**config.mk**
```make
export PLATFORM = sky130hd
export DESIGN_NAME = bv8_inv_pipe
export DESIGN_NICKNAME = d
export VERILOG_FILES = /design/src/rtl/aes128_package.sv /design/src/rtl/bv8_inv_pipe_bv4_inv.sv /design/src/rtl/bv8_inv_pipe.sv
export SDC_FILE = /design/constraint.sdc
export NUM_CORES = 1
export LEC_CHECK = 0
export ABC_AREA = 1
export CAP_MARGIN = 20
export CORE_MARGIN = 10
export CORE_UTILIZATION = 45
export DETAILED_ROUTE_END_ITERATION = 8
export PLACE_DENSITY = 0.66
export SLEW_MARGIN = 0
export SYNTH_ARGS = -nofsm -noshare
export SYNTH_HDL_FRONTEND = slang
export SYNTH_SLANG_ARGS = --single-unit
```
**constraint.sdc**
```tcl
create_clock -name in_clock -period 1.5 [get_ports in_clock]
set_input_delay 0.225 -clock in_clock [delete_from_list [all_inputs] [get_ports in_clock]]
set_output_delay 0.225 -clock in_clock [all_outputs]
set_load 0.005 [all_outputs]
```
**src/rtl/aes128_package.sv**
```systemverilog
// Tower-field GF(((2^2)^2)^2) types, constants and arithmetic in normal basis.
// Shared by the S-box datapath blocks and by their benches.
package aes128_package;

    typedef logic [1:0] bv2_t;
    typedef logic [3:0] bv4_t;
    typedef logic [7:0] bv8_t;

    // Normal-basis unity at each level is the all-ones vector.
    localparam bv2_t BV2_ONE = 2'b11;
    localparam bv4_t BV4_ONE = 4'hF;
    localparam bv8_t BV8_ONE = 8'hFF;

    // Norm scalers: both have absolute trace 1, so y^2+y+Sigma is irreducible.
    localparam bv2_t BV2_SIGMA = 2'b10;
    localparam bv4_t BV4_SIGMA = 4'h8;

    // Per-lane bundle between the reduction and the output multiply.
    typedef struct packed {
        bv8_t a;
        bv4_t t;
    } mid_t;

    function automatic bv2_t bv2_mul(input bv2_t x, input bv2_t y);
        logic e;
        e = (x[1] ^ x[0]) & (y[1] ^ y[0]);
        return {(x[1] & y[1]) ^ e, (x[0] & y[0]) ^ e};
    endfunction

    function automatic bv2_t bv2_sq(input bv2_t x);
        return {x[0], x[1]};
    endfunction

    function automatic bv2_t bv2_scl_sigma(input bv2_t x);
        return bv2_mul(x, BV2_SIGMA);
    endfunction

    function automatic bv4_t bv4_mul(input bv4_t x, input bv4_t y);
        bv2_t e;
        e = bv2_scl_sigma(bv2_mul(x[3:2] ^ x[1:0], y[3:2] ^ y[1:0]));
        return {bv2_mul(x[3:2], y[3:2]) ^ e, bv2_mul(x[1:0], y[1:0]) ^ e};
    endfunction

    function automatic bv4_t bv4_sq_scl(input bv4_t x);
        return bv4_mul(bv4_mul(x, x), BV4_SIGMA);
    endfunction

    function automatic bv8_t bv8_mul(input bv8_t x, input bv8_t y);
        bv4_t e;
        e = bv4_mul(bv4_mul(x[7:4] ^ x[3:0], y[7:4] ^ y[3:0]), BV4_SIGMA);
        return {bv4_mul(x[7:4], y[7:4]) ^ e, bv4_mul(x[3:0], y[3:0]) ^ e};
    endfunction

    // GF(2^8)->GF(2^4) reduction: the norm a1*a0 + (a1+a0)^2*Sigma.
    function automatic bv4_t bv8_norm(input bv8_t x);
        return bv4_mul(x[7:4], x[3:0]) ^ bv4_sq_scl(x[7:4] ^ x[3:0]);
    endfunction

    // First tower element that is a root of x^8+x^4+x^3+x+1.
    function automatic bv8_t bv8_root();
        bv8_t c, c2, c3, c4, c8, r;
        r = '0;
        for (int i = 255; i > 0; i--) begin
            c  = 8'(i);
            c2 = bv8_mul(c, c);
            c3 = bv8_mul(c2, c);
            c4 = bv8_mul(c2, c2);
            c8 = bv8_mul(c4, c4);
            if ((c8 ^ c4 ^ c3 ^ c ^ BV8_ONE) == '0) r = c;
        end
        return r;
    endfunction

    // AES polynomial basis -> tower, mapping x to the given root.
    function automatic bv8_t poly_to_tower(input logic [7:0] p,
                                           input bv8_t beta);
        bv8_t acc, pw;
        acc = '0;
        pw  = BV8_ONE;
        for (int i = 0; i < 8; i++) begin
            if (p[i]) acc = acc ^ pw;
            pw = bv8_mul(pw, beta);
        end
        return acc;
    endfunction

    function automatic logic [7:0] tower_to_poly(input bv8_t t,
                                                 input bv8_t beta);
        logic [7:0] r;
        r = '0;
        for (int i = 0; i < 256; i++) begin
            if (poly_to_tower(8'(i), beta) == t) r = 8'(i);
        end
        return r;
    endfunction

endpackage

```
**src/rtl/bv8_inv_pipe_bv4_inv.sv**
```systemverilog
// Combinational GF(2^4) inverter in the tower normal basis.
// Zero maps to zero since the GF(2^2) inverse is a squaring.
module bv4_inv
    import aes128_package::*;
(
    input  bv4_t a,
    output bv4_t b
);

    bv2_t a1;
    bv2_t a0;
    bv2_t norm;
    bv2_t theta;

    assign a1    = a[3:2];
    assign a0    = a[1:0];
    assign norm  = bv2_mul(a1, a0) ^ bv2_scl_sigma(bv2_sq(a1 ^ a0));
    assign theta = bv2_sq(norm);
    assign b     = {bv2_mul(theta, a0), bv2_mul(theta, a1)};

endmodule

```
**src/rtl/bv8_inv_pipe.sv**
```systemverilog
// Multi-lane elastic GF(2^8) inverter, three optional register slots.
// Define BV8_INV_PIPE_SELFCHECK_EN to add the a*b==1 output checker (out_err).
module bv8_inv_pipe
    import aes128_package::*;
#(
    parameter int         LANES     = 4,
    parameter logic [2:0] PIPE_MASK = 3'b111
) (
    input  logic               in_clock,
    input  logic               in_reset,
    input  logic               in_valid,
    output logic               out_ready,
    input  logic [8*LANES-1:0] in_a,
    output logic               out_valid,
    input  logic               in_ready,
    output logic [8*LANES-1:0] out_b
`ifdef BV8_INV_PIPE_SELFCHECK_EN
    ,
    output logic               out_err
`endif
);

    mid_t [LANES-1:0]   s0_d;
    mid_t [LANES-1:0]   s0_q;
    mid_t [LANES-1:0]   s1_d;
    mid_t [LANES-1:0]   s1_q;
    logic [8*LANES-1:0] s2_d;
    logic [8*LANES-1:0] s2_q;

    logic v0;
    logic v1;
    logic v2;
    logic r0;
    logic r1;
    logic r2;

`ifdef BV8_INV_PIPE_SELFCHECK_EN
    logic [8*LANES-1:0] s2_a_d;
    logic [8*LANES-1:0] s2_a_q;
    logic               err_hit;
    logic               err_q;
`endif

    for (genvar i = 0; i < LANES; i++) begin : g_lane
        bv4_t theta;

        assign s0_d[i].a = in_a[8*i +: 8];
        assign s0_d[i].t = bv8_norm(in_a[8*i +: 8]);

        bv4_inv u_inv (
            .a (s0_q[i].t),
            .b (theta)
        );

        assign s1_d[i].a = s0_q[i].a;
        assign s1_d[i].t = theta;

        assign s2_d[8*i +: 8] = {bv4_mul(s1_q[i].t, s1_q[i].a[3:0]),
                                 bv4_mul(s1_q[i].t, s1_q[i].a[7:4])};
`ifdef BV8_INV_PIPE_SELFCHECK_EN
        assign s2_a_d[8*i +: 8] = s1_q[i].a;
`endif
    end

    // Slot 0: after the GF(2^8)->GF(2^4) reduction.
    if (PIPE_MASK[0]) begin : g_s0_reg
        always_ff @(posedge in_clock) begin
            if (in_reset) begin
                v0   <= 1'b0;
                s0_q <= '0;
            end else if (r0) begin
                v0 <= in_valid;
                if (in_valid) s0_q <= s0_d;
            end
        end
        assign r0 = ~v0 | r1;
    end else begin : g_s0_thru
        assign v0   = in_valid;
        assign r0   = r1;
        assign s0_q = s0_d;
    end

    // Slot 1: after the GF(2^4) inversion.
    if (PIPE_MASK[1]) begin : g_s1_reg
        always_ff @(posedge in_clock) begin
            if (in_reset) begin
                v1   <= 1'b0;
                s1_q <= '0;
            end else if (r1) begin
                v1 <= v0;
                if (v0) s1_q <= s1_d;
            end
        end
        assign r1 = ~v1 | r2;
    end else begin : g_s1_thru
        assign v1   = v0;
        assign r1   = r2;
        assign s1_q = s1_d;
    end

    // Slot 2: output register.
    if (PIPE_MASK[2]) begin : g_s2_reg
        always_ff @(posedge in_clock) begin
            if (in_reset) begin
                v2   <= 1'b0;
                s2_q <= '0;
            end else if (r2) begin
                v2 <= v1;
                if (v1) s2_q <= s2_d;
            end
        end
`ifdef BV8_INV_PIPE_SELFCHECK_EN
        always_ff @(posedge in_clock) begin
            if (in_reset) s2_a_q <= '0;
            else if (r2 & v1) s2_a_q <= s2_a_d;
        end
`endif
        assign r2 = ~v2 | in_ready;
    end else begin : g_s2_thru
        assign v2   = v1;
        assign r2   = in_ready;
        assign s2_q = s2_d;
`ifdef BV8_INV_PIPE_SELFCHECK_EN
        assign s2_a_q = s2_a_d;
`endif
    end

    assign out_ready = r0 & ~in_reset;
    assign out_valid = v2;
    assign out_b     = s2_q;

`ifdef BV8_INV_PIPE_SELFCHECK_EN
    always_comb begin
        err_hit = 1'b0;
        for (int i = 0; i < LANES; i++) begin
            if (s2_a_q[8*i +: 8] != '0 &&
                bv8_mul(s2_a_q[8*i +: 8], s2_q[8*i +: 8]) != BV8_ONE)
                err_hit = 1'b1;
        end
    end

    always_ff @(posedge in_clock) begin
        if (in_reset) err_q <= 1'b0;
        else if (v2 & in_ready & err_hit) err_q <= 1'b1;
    end

    assign out_err = err_q;
`endif

endmodule
```
### Word-level counts from Yosys, hierarchy flattened

Index checks and enable logic that the tools add are counted.

| cells by class | value |
|---|---|
| bitwise operators | 500 |
| reductions and logical operators | 3 |

Operators by type and width:

| kind | number |
|---|---|
| $xor A1 B1 Y1 | 268 |
| $and A1 B1 Y1 | 145 |
| $xor A2 B2 Y2 | 72 |
| $xor A4 B4 Y4 | 8 |
| $reduce_and A2 Y1 | 3 |
| $not A1 Y1 | 4 |
| $or A1 B1 Y1 | 3 |

| word-level totals | value |
|---|---|
| output and inout bits | 34 |
| register bits after elaboration | 131 |
| word-level logic and storage cells | 523 |
| input bits | 36 |

### Logic depth before layout (Yosys ltp)

| logic depth | value |
|---|---|
| word-level depth | 14 |
| depth in mapped cells | 13 |
| depth with buffers taken out | 13 |

### Cells and area by module

A second synthesis with hierarchy kept.

| second synthesis, totals | value |
|---|---|
| cells, all modules | 1717 |
| area total of the unflattened synthesis | 10468.8 um2 |

Modules (own cells, without submodules):

| module | cells an instance | instances | seq. area each (um2) | area each (um2) |
|---|---|---|---|---|
| bv8_inv_pipe | 1465 | 1 | 2622.5 | 9257.6 |
| bv4_inv | 63 | 4 | 0.0 | 302.8 |

### Worst setup path before layout

OpenSTA, ideal clock, no wires.

| path | value |
|---|---|
| kind | reg2reg |
| start | reg s0_q[13] in the netlist's numbering |
| end | reg s1_q[12] in the netlist's numbering |
| setup time | 115 ps |
| period minus slack after synthesis | 1504 ps |
| setup slack | -4 ps |
| stages on the path, launching flop included | 14 |
| path buffers | 0 |
| data required time | 1385 ps |
| arrival | 1389 ps |
| cells stage by stage | dfxtp_1 > ha_1 > inv_1 > nand2_1 > nand2_1 > nand2_1 > nand2_1 > nand2_1 > nand2_1 > nand2_1 > nand2_1 > nand2_1 > o21ai_0 > inv_1 |

| between the ends | value |
|---|---|
| cells in the longest elaborated chain, start to end | 7 |
| elaborated cells on any way between the ends | 13 |

RTL lines:

| element | line | text |
|---|---|---|
| start, declared | bv8_inv_pipe.sv:24 | `mid_t [LANES-1:0] s0_q;` |
| start signal, assigned | bv8_inv_pipe.sv:70 | `s0_q <= '0;` |
| start signal, assigned | bv8_inv_pipe.sv:73 | `if (in_valid) s0_q <= s0_d;` |
| $xor A1 B1 Y1 or $xor A2 B2 Y2 (tied branches) | aes128_package.sv:26, bv8_inv_pipe_bv4_inv.sv:17 |  |
| $and A1 B1 Y1 or $xor A1 B1 Y1 (tied branches) | aes128_package.sv:26 | `e = (x[1] ^ x[0]) & (y[1] ^ y[0]);` |
| $xor A1 B1 Y1 | aes128_package.sv:27 | `return {(x[1] & y[1]) ^ e, (x[0] & y[0]) ^ e};` |
| $xor A2 B2 Y2 * | bv8_inv_pipe_bv4_inv.sv:17 | `assign norm = bv2_mul(a1, a0) ^ bv2_scl_sigma(bv2_sq(a1 ^ a0));` |
| $xor A1 B1 Y1 | aes128_package.sv:26 |  |
| $and A1 B1 Y1 | aes128_package.sv:26 |  |
| $xor A1 B1 Y1 * | aes128_package.sv:27 |  |
| end signal, assigned | bv8_inv_pipe.sv:88 | `s1_q <= '0;` |
| end signal, assigned | bv8_inv_pipe.sv:91 | `if (v0) s1_q <= s1_d;` |
| end, declared | bv8_inv_pipe.sv:26 | `mid_t [LANES-1:0] s1_q;` |

Every way passes the cells marked *; elsewhere a longest branch is shown, timed or not.
A chain may end at the register's enable or synchronous reset.

### Worst setup path after layout

| path | value |
|---|---|
| start | reg s0_q[37] in the netlist's numbering |
| end | reg s1_q[36] in the netlist's numbering |

The elaborated chain is that of the path after synthesis.

==> metrics.cfg <==
[yosys]
synth_top_family_by_area = simple AND/OR/NAND/NOR gates
syn_area_um2 = 10000
synth-compound-area-share = 0.0774
ys_seq_elements = 131
synth_adder_area_share = 0.0300
yosysSeqAreaShare = 0.262
synth_mux_area_frac = 0
synth_cell_types = 28
synthCells = 1661
yosys.area_share.simple = 0.395
synth_xor_area_frac = 0.116
yosysWarningCount = 0
async_flop_share = 0
avgSynthCellArea_um2 = 6.03
synth_ff_type = dfxtp_1
synth-edff-count = 0
syn_nets = 1721

[power]
ir_drop_mv = 0.723
leakage_nw = 7.05
p_per_area_nw_per_um2 = 966
power_mw = 12.8

[route]
drt-total-wl_mm = 23.9
antenna_left = 0
dr.pass1.iters = 4
vias = 9884
vias_per_cell = 4.71
drcViolationCount = 0
drt-initial-drc-count = 336
wl_per_cell_um = 11.4

[clock_tree]
insertion_delay_ns = 0.42
root_buffer = clkbuf_16
clk_pin_slew_worst_paths_ns = 0.06
clock-sinks = 131
htree_levels = 4
cts_buffers = 17
clk_path_buf_depth = 2
cts_tree = built

[outcome]
status = complete, but fails checks
violations = negative setup slack

[critical_path]
crit_fanout = 3
worst_setup_path_start_kind = register
crit_required_ns = 1.82
cpPeakStageDelay_ns = 0.34
critPathKind = register to register
critical_path_arrival_ns = 1.88
path_common_cell = nand2_2
critPathBufInv = 2
cp_top_family = simple AND/OR/NAND/NOR gates
crit_chain = ha_4 -> inv_4 -> nand2_4 -> nand2_2 -> nand2_2 -> nand3_1 -> nand2_2 -> nand2_2 -> nand2_1 -> nand2_1 -> o21ai_1 -> inv_1
crit_path_end_kind = register
cp_slowest_cell = dfxtp_2

[global_routing]
grt_pass1_wl_mm = 40.0
grt_max_degree = 63
grt.total_usage = 0.159
grt_pass1_vias = 9115
grt_overflow = 0
antenna_found_initial = 0

[timing]
clock.fmax_mhz = 641
finalCritPeriodShare = 1.04
fin_skew_ns = 0.00640
relSlewSlack = 0.564
finalMaxSlewViolations = 0
setup_viol = 8
fin_crit_ns = 1.56
rsz0062_at_grt = yes
tightestPinTransition_ns = 0.655
worst_slack_ns = -0.0606
hold_viol = 0

[placement]
portBuffers = 69
placed_area_um2 = 11700
finalWeightedCongestion = 0.872
dpl.hpwl_mm = 17.5

[floorplanning]
die-area_um2 = 28600
coreArea_um2 = 21900
start_util = 0.458
die_h_um = 169
io_pins = 70
die_w_um = 169
std_cell_rows = 54

[flow_run]
max-cap-violations = 0

[final_layout]
fillers = 2061
seqCellArea_um2 = 2680
antenna_cells = 0
multiInputGateArea_um2 = 6970
syn_to_final_growth_pct = 32.2
nets = 1866
stdcell_area_um2 = 13200
drive_gt1_frac = 0.223

[min_path]
hp-class = primary input to register

## routing by layer
layer  share of wire  global-route usage  vias up
met4           0.013              0.0443        0
met2            0.44               0.248      138
li1                -                   -     5444
met1            0.51               0.220     4279
met5               0                   0        -
met3           0.039              0.0310       23
## cells by family (layout without fill, tap and decap cells)
logic type	Yosys count	after routing
compound gates	155	155
xor+xnor	114	114
flops	131	131
fa+ha+maj	24	24
buf+inv	268	426
simple gates	969	969
## power by group
| part | leakage (nW) | switching, mW | internal [mW] |
|---|---|---|---|
| clock | 0.283 | 1.69 | 2.49 |
| sequential | 1.09 | 0.295 | 3.76 |
| combinational | 5.68 | 2.59 | 1.97 |
| total | 7.05 | 4.57 | 8.22 |
## path summary, 6_finish.rpt
path	cells past startpoint	slack [ns]	endpoint	from
setup / recovery	12	-0.06	s1_q[36]$_SDFFE_PP0P_	s0_q[37]$_SDFFE_PP0P_
hold / removal	4	0.30	s0_q[45]$_SDFFE_PP0P_	in_a[29]
setup reg to reg	12	-0.06	s1_q[36]$_SDFFE_PP0P_	s0_q[37]$_SDFFE_PP0P_
hold reg to reg	2	0.50	s0_q[34]$_SDFFE_PP0P_	s0_q[34]$_SDFFE_PP0P_
## per-stage QoR
stage	std cells	setup WS [ns]	hold WS (ns)	TNS [ns]	utilization
2_1_floorplan	1661	0.00465	0.373	0	-
3_3_place_gp	2060	-0.482	0.472	-19.67	0.534
3_5_place_dp	2060	-0.515	0.488	-21.91	0.534
4_1_cts	2093	0.00106	0.305	0	0.568
5_1_grt	2099	-0.192	0.327	-1.74	0.605
6_report	2099	-0.0606	0.303	-0.278	0.605
## cell type report
class / count / share of cell area
multi-input combinational: 1262 / 0.526
sequential: 131 / 0.202
timing repair buffer: 212 / 0.149
inverter: 182 / 0.0521
clock buffer: 17 / 0.0321
tap: 280 / 0.0264
clock inverter: 15 / 0.0128
## placed cells by master, fill, tap and decap left out, drive strengths merged, types with 33 or more instances in the layout
cell type and instances:
a21oi 59, buf 144, dfxtp 131, dlymetal6s2s 33, inv 189, nand2 593, nand3 174, nor2 180
o21ai 96, xnor2 47, xor2 67
## cells in the mapped netlist, types with 17 or more instances
cell type / instances / area, um^2
ha_1: 24 / 300
a21oi_1: 59 / 295
dfxtp_1: 131 / 2620
xnor2_1: 46 / 403
buf_2: 29 / 145
xor2_1: 54 / 473
nand2_1: 583 / 2190
inv_1: 172 / 646
nor2_1: 179 / 672
nand3_1: 171 / 856
o21ai_0: 80 / 400
buf_4: 17 / 128
nand4_1: 18 / 113
## flip-flops by register name (all words and copies together), names as in the netlist
register and cells:
out_b 32, v0 1, v1 1, s0_q 48
out_valid 1, s1_q 48
## tightest hold or removal path, stage by stage
cell	delay (ns)
dlymetal6s2s_1	0.17
inv_1	0.12
buf_4	0.11
a21oi_1	0.04
## what timing repair did
| item | 4_1_cts | 5_1_grt |
|---|---|---|
| endpoints found under the setup margin | 43 | 89 |
| gates resized for setup | 78 | 219 |
| pin swaps | 17 | 38 |
| hold buffers | 0 | 0 |
| cloned | 0 | 1 |
| buffers inserted | 1 | 5 |
Power figures use the tool's default switching activity.
